===== config.mk =====
export PLATFORM = sky130hd
export DESIGN_NAME = fft16_output_reorder
export DESIGN_NICKNAME = d
export VERILOG_FILES = /design/src/rtl/fft16_pkg.sv /design/src/rtl/fft16_frame_bank.sv /design/src/rtl/fft16_output_reorder.sv
export SDC_FILE = /design/constraint.sdc
export NUM_CORES = 1
export LEC_CHECK = 0
export BUFFER_PORTS_ARGS = -buffer_cell sky130_fd_sc_hd__buf_2
export CORE_AREA = 2 2 430 432
export CTS_BUF_LIST = sky130_fd_sc_hd__clkbuf_16
export CTS_CLUSTER_DIAMETER = 50
export CTS_CLUSTER_SIZE = 8
export DETAILED_ROUTE_END_ITERATION = 6
export DIE_AREA = 0 0 432 434
export GPL_ROUTABILITY_DRIVEN = 0
export PLACE_DENSITY = 0.4
export REMOVE_ABC_BUFFERS = 1
export SLEW_MARGIN = 20
export SYNTH_ARGS = -nofsm -noshare
export SYNTH_HDL_FRONTEND = slang
export SYNTH_SLANG_ARGS = --single-unit

===== constraint.sdc =====
create_clock -name clk -period 57.5 [get_ports clk]
set_input_delay 11.5 -clock clk [delete_from_list [all_inputs] [get_ports clk]]
set_output_delay 11.5 -clock clk [all_outputs]
set_load 0.01 [all_outputs]

===== src/rtl/fft16_pkg.sv =====
// Shared types and helpers for the 16-point FFT output reorder stage.
package fft16_pkg;

  localparam int unsigned N_POINTS = 16;
  localparam int unsigned LOG2_N   = 4;

  typedef logic [31:0] flp32_t;

  typedef struct packed {
    flp32_t re;
    flp32_t im;
  } cplx_t;

  function automatic logic [LOG2_N-1:0] bitrev4(input logic [LOG2_N-1:0] k);
    return {k[0], k[1], k[2], k[3]};
  endfunction

endpackage


===== src/rtl/fft16_frame_bank.sv =====
// One frame of 16 complex words: whole-frame write port, single addressed read port.
module fft16_frame_bank
  import fft16_pkg::*;
(
  input  logic              clk,
  input  logic              we,
  input  cplx_t             wr_frame [N_POINTS],
  input  logic [LOG2_N-1:0] rd_addr,
  output cplx_t             rd_data
);

  // Storage is deliberately not reset; the bank-state flags gate its use.
  cplx_t mem_q [N_POINTS];

  always_ff @(posedge clk) begin
    if (we) begin
      mem_q <= wr_frame;
    end
  end

  assign rd_data = mem_q[rd_addr];

endmodule


===== src/rtl/fft16_output_reorder.sv =====
// Captures a bit-reversed parallel FFT frame and streams it out in natural order.
// Define FFT16_REORDER_PINGPONG_EN for a second bank (capture overlaps streaming).
module fft16_output_reorder #(
  parameter int unsigned N_POINTS = 16,
  parameter int unsigned DATA_W   = 32
) (
  input  logic              clk,
  input  logic              rst_n,
  input  logic              in_valid,
  output logic              in_ready,
  input  logic [DATA_W-1:0] in_real [0:15],
  input  logic [DATA_W-1:0] in_img  [0:15],
  output logic              out_valid,
  input  logic              out_ready,
  output logic [DATA_W-1:0] out_real,
  output logic [DATA_W-1:0] out_img,
  output logic [3:0]        out_index,
  output logic              out_last
);
  import fft16_pkg::*;

  if (N_POINTS != fft16_pkg::N_POINTS || DATA_W != $bits(flp32_t)) begin : g_cfg_check
    $error("fft16_output_reorder supports only N_POINTS=16 and DATA_W=32");
  end

  cplx_t             wr_frame [fft16_pkg::N_POINTS];
  cplx_t             rd_sample;
  logic [LOG2_N-1:0] k_q, k_d;
  logic [LOG2_N-1:0] rd_addr;
  logic              in_fire, out_fire, frame_done;

  always_comb begin
    for (int i = 0; i < int'(fft16_pkg::N_POINTS); i++) begin
      wr_frame[i].re = in_real[i];
      wr_frame[i].im = in_img[i];
    end
  end

  assign rd_addr    = bitrev4(k_q);
  assign in_fire    = in_valid && in_ready;
  assign out_fire   = out_valid && out_ready;
  assign frame_done = out_fire && (k_q == 4'd15);
  assign k_d        = out_fire ? k_q + 4'd1 : k_q;

  always_ff @(posedge clk or negedge rst_n) begin
    if (!rst_n) begin
      k_q <= '0;
    end else begin
      k_q <= k_d;
    end
  end

`ifdef FFT16_REORDER_PINGPONG_EN
  logic [1:0] full_q, full_d;
  logic       wr_ptr_q, rd_ptr_q;
  cplx_t      rd_bank [2];

  for (genvar b = 0; b < 2; b++) begin : g_bank
    fft16_frame_bank u_bank (
      .clk      (clk),
      .we       (in_fire && (wr_ptr_q == 1'(b))),
      .wr_frame (wr_frame),
      .rd_addr  (rd_addr),
      .rd_data  (rd_bank[b])
    );
  end

  // Capture only targets a FREE bank, so it never collides with the bank being drained.
  always_comb begin
    full_d = full_q;
    if (frame_done) full_d[rd_ptr_q] = 1'b0;
    if (in_fire)    full_d[wr_ptr_q] = 1'b1;
  end

  always_ff @(posedge clk or negedge rst_n) begin
    if (!rst_n) begin
      full_q   <= '0;
      wr_ptr_q <= 1'b0;
      rd_ptr_q <= 1'b0;
    end else begin
      full_q   <= full_d;
      wr_ptr_q <= wr_ptr_q ^ in_fire;
      rd_ptr_q <= rd_ptr_q ^ frame_done;
    end
  end

  // Frames are written and read in the same alternating order, so the next frame
  // to stream always sits in the other bank.
  assign in_ready  = ~&full_q;
  assign out_valid = full_q[rd_ptr_q];
  assign rd_sample = rd_bank[rd_ptr_q];
`else
  logic full_q, full_d;

  fft16_frame_bank u_bank (
    .clk      (clk),
    .we       (in_fire),
    .wr_frame (wr_frame),
    .rd_addr  (rd_addr),
    .rd_data  (rd_sample)
  );

  always_comb begin
    full_d = full_q;
    if (in_fire)         full_d = 1'b1;
    else if (frame_done) full_d = 1'b0;
  end

  always_ff @(posedge clk or negedge rst_n) begin
    if (!rst_n) begin
      full_q <= 1'b0;
    end else begin
      full_q <= full_d;
    end
  end

  assign in_ready  = ~full_q;
  assign out_valid = full_q;
`endif

  assign out_real  = out_valid ? rd_sample.re : '0;
  assign out_img   = out_valid ? rd_sample.im : '0;
  assign out_index = k_q;
  assign out_last  = out_valid && (k_q == 4'd15);

endmodule


# --- Word level (Yosys, flattened, before mapping) ---
# Cells that the tools add are included.
totals:
  ff_bits: 1029
  output_inout_bits: 71
  wordCells: 51
classes:
  addsub: 1
  order_cmp: 1
  eq_ne: 1
  n_mux: 7
  bitwise: 2
  reduce_logical: 5
ops:
  columns: ["operator", "n"]
  rows:
  - ["$bmux 64 s4", 1]
  - ["$mux 64", 2]
  - ["$mux 32", 2]
  - ["$ge 5x5->1 const B", 1]
  - ["$not 4->5", 1]
  - ["$add 4x1->4 const B", 1]
  - ["$eq 4x4->1 const B", 1]
  - ["$logic_and 1x1->1", 4]
  - ["$mux 1", 2]
  - ["$reduce_bool 2->1", 1]
  - ["$not 1->1", 1]

# --- Longest topological paths before layout ---
depth:
  ltp_word: 5
  ltp_mapped: 7

# --- Hierarchy ---
# A second synthesis with hierarchy kept.
unflattened:
  hier_cells: 1650
  area_unflattened_um2: 38871.0
by_module_without_submodules:
  columns: ["mod", "n_inst", "cells_each", "area_per_inst_um2", "seq_area_each_um2"]
  rows:
  - ["fft16_frame_bank", 1, 1560, 38194.1, 30749.5]
  - ["fft16_output_reorder", 1, 90, 676.9, 125.1]

# --- Least setup slack after synthesis ---
# No wires, ideal clock.
synth_path:
  path_kind: "input-to-reg"
  startpoint: "input in_valid"
  endpoint: "register u_bank.mem_q[0] (netlist bit), enable pin"
  setup_time_ns: 2.568
  arrival_time_ns: 55.320
  path_slack_ns: -0.389
  cell_stages: 1
  path_buffers: 0
  path_cell_list: "nor2b_1"
synth_between:
  elab_chain_len: 1
synth_lines:
  columns: ["element", "line", "text"]
  rows:
  - ["start, declared", "fft16_output_reorder.sv:9", "input logic in_valid,"]
  - ["$logic_and 1x1->1", "fft16_output_reorder.sv:40", "assign in_fire = in_valid && in_ready;"]
  - ["end signal, assigned", "fft16_frame_bank.sv:17", "mem_q <= wr_frame;"]
  - ["end, declared", "fft16_frame_bank.sv:13", "cplx_t mem_q [N_POINTS];"]
# No other way between the ends.
# A chain may end at the register's enable or synchronous reset.

# --- Worst setup path after layout ---
layout_path:
  startpoint: "register k_q[3] (netlist: out_index[3])"
  endpoint: "output out_real[6]"
layout_between:
  elab_chain_len: 5
layout_lines:
  columns: ["element", "line", "text"]
  rows:
  - ["start, declared", "fft16_output_reorder.sv:28", "logic [LOG2_N-1:0] k_q, k_d;"]
  - ["start signal, assigned", "fft16_output_reorder.sv:49", "k_q <= k_d;"]
  - ["$not 4->5 (not written as such)", "fft16_frame_bank.sv:21", "assign rd_data = mem_q[rd_addr];"]
  - ["$bmux 64 s4", "fft16_frame_bank.sv:21", null]
  - ["$mux 64 (not written as such) (2 in a row)", "fft16_frame_bank.sv:21", null]
  - ["$mux 32", "fft16_output_reorder.sv:121", "assign out_real = out_valid ? rd_sample.re : '0;"]
  - ["end, declared", "fft16_output_reorder.sv:15", "output logic [DATA_W-1:0] out_real,"]
# No other way between the ends. The select of a mux whose other input is x is not followed.

==> flow_summary.ini <==
[die]
initial_core_util_pct = 21.8
ioPinCount = 1099
die_h_microns = 434
dieArea_sq_um = 187000
row_count = 157
die_w_microns = 432
core-area_sq_um = 182000

[placement]
hpwl_mm = 103
dp.cells = 5510
port_buffers = 1098

[clock_tree]
cts_setup_buffers = 0
clk_pin_slew_worst_paths_ns = 0.05
cts_tree = done
clock_latency_ns = 0.79
h-tree-depth = 4
cts_hold_buf = 0
clkSinkCount = 1029
cts-root-buf = clkbuf_16
numCtsBuffers = 160
cts_buffer_depth = 3
cts_resized = 0

[synth]
synth_area_sq_um = 39800
synth_top_area_share_pct = 77.3
synth_seq_cells = 1029
syn_area_per_cell_sq_um = 18.8
synthTopCellsByArea = edfxtp_1 77%, mux2i_1 12%, a22oi_1 4.4%
yosys.area.top_type = edfxtp_1
postSynthCellCount = 2113
seq_area_frac_synth_pct = 77.7
synth_warnings = 0
synth_cell_types = 26

[global_routing]
grt_overflow = 0
grtUsageMet1_pct = 17.3
antenna_found_initial = 138
grt_pass1_vias = 25159
grtUsageMet2_pct = 26.0
track_usage_pct = 14.8
grt_util_met3_pct = 4.48
grt_max_degree = 157
grt-busiest-layer = met2
grt_pass1_wl_mm = 194

[layout]
final_core_util_pct = 28.7
nets = 4316
drive_gt1_share_pct = 40.3
syn2layout_area_growth_pct = 31.7
final_cell_mix = 1098 x buf_2, 1024 x edfxtp_1, 490 x mux2i_1
layout_commonest_cell = buf_2
fin_cells = 5767

[setup_path]
worstSetupPathType = flip-flop to output pin
r2r_end = u_bank.mem_q[184]
rrSetupSlack_ns = 51.59
endpoint_kind = output pin
worstSetupStartpointType = flip-flop
path_cells = buf_4, buf_4, buf_4, buf_4, mux2i_1, a22oi_1, nand2_1, o22ai_1, buf_2
worst-endpoint-required_ns = 46.00
cp_common_cell = buf_4
rr_startpoint = out_valid
slowest_delay_ns = 0.82
worstPathArrival_ns = 5.39
cp_max_fo = 48
cp_slowest_cell = buf_4
ff2ff_path_depth = 7

[power_and_ir_drop]
power_per_cell_area_nw_per_um2 = 47.9
p_leak_nw = 20.0
ir_drop_v = 0.0000417

[sta]
period_minus_slack_ns = 16.89
fmax_mhz = 59.2
maxSlewViolCount = 0
hold-worst-slack_ns = 0.655
max-slew-margin-rel_pct = 24.6
timing.final.crit_share_pct = 29.4
finClkSkew_ns = 0.0208
final-hold-violation-count = 0
rsz0062_at_grt = no
setup-violations-final = 0
tightestPinTransition_ns = 1.13

[min_path]
whs_path_depth = 1
whs_endpoint = out_index[0]
worstHoldPathType = flip-flop to flip-flop
hp-start = out_index[0]

[routing]
post_drt_wl_per_cell_microns = 25.1
drc = 0
drtAntennaViolNets = 0
viasPerCell = 4.22
first_pass_iters = 5
drt_iter0_drc = 1724
num_vias = 24317
routed_wl_mm = 145

[run]
drv_cap = 0

[status]
status = completed
-- cells by family (layout without fill, tap and decap cells) --
family | after synthesis | in the layout | share of synthesized area, %
other cells | 0 | 33 | 0
simple gates | 129 | 129 | 1.26
fa+ha+maj | 1 | 1 | 0.0315
mux | 502 | 502 | 13.0
buf+inv | 128 | 1364 | 2.20
xor+xnor | 3 | 3 | 0.0661
flops | 1029 | 1029 | 77.7
compound gates | 321 | 321 | 5.79
-- routing by layer --
metal  vias up  wire, microns
met5         -            391
met2       927          74100
met3       378           9660
li1      10962              -
met1     11988          56400
met4        62           3990
-- how the worst max path moves through the flow --
stage	to	start
floorplan	u_bank.mem_q[0]	in_valid
global placement	u_bank.mem_q[917]	in_valid
detailed placement	u_bank.mem_q[917]	in_valid
CTS	out_real[6]	out_index[3]
global route	out_real[6]	out_index[3]
finish	out_real[6]	out_index[3]
-- cell usage after synthesis, drive strengths merged --
master and number:
mux2 1, o22ai 53, nand2 119, o21ai 22, a221oi 11, nand4 1, nor2b 3, o22a 1
ha 1, nand2b 1, a22oi 234, mux2i 490, and2 1, buf 95, mux4 11, nor2 2
clkbuf 31, inv 2, xnor2 3, nand3 2, dfrtp 5, edfxtp 1024
-- worst max-delay path, delay by kind of cell (launching register included) --
| family | cells | cell delay [ns] |
|---|---|---|
| AO/OA/AOI/OAI | 2 | 0.40 |
| multiplexers | 1 | 0.15 |
| flip-flops | 1 | 0.71 |
| AND/OR/NAND/NOR | 1 | 0.10 |
| buffers and inverters | 5 | 3.07 |
-- layout make-up --
class                           instances  area (sq um)
Clock buffer                          163          4080
Antenna cell                           33          82.6
Inverter                                2          7.51
Fill cell                           18475        130000
Multi-Input combinational cell        956          8060
Sequential cell                      1029         30900
Timing Repair Buffer                 1138          5830
Tap cell                             2385          2980
Clock inverter                         61           424
-- metrics by stage --
step | setup WS [ns] | cell area, sq um | setup TNS [ns] | total power, W
floorplan | -0.360 | 38900 | -368.28 | 0.00181
global placement | 40.54 | 47800 | 0 | 0.00170
detailed placement | 40.51 | 47800 | 0 | 0.00170
CTS | 40.43 | 52300 | 0 | 0.00256
global route | 40.27 | 52300 | 0 | 0.00264
finish | 40.61 | 52300 | 0 | 0.00251
-- registers in the layout, indices dropped and copies added, names as in the netlist --
name          flops
out_index         4
out_valid         1
u_bank.mem_q   1024
-- power by group --
| group | internal, W | switching, W | leakage (nW) |
|---|---|---|---|
| combinational | 0.000269 | 0.000477 | 8.47 |
| clock | 0.000511 | 0.000332 | 2.28 |
| sequential | 0.000895 | 0.0000244 | 9.29 |
Power figures use the tool's default switching activity.
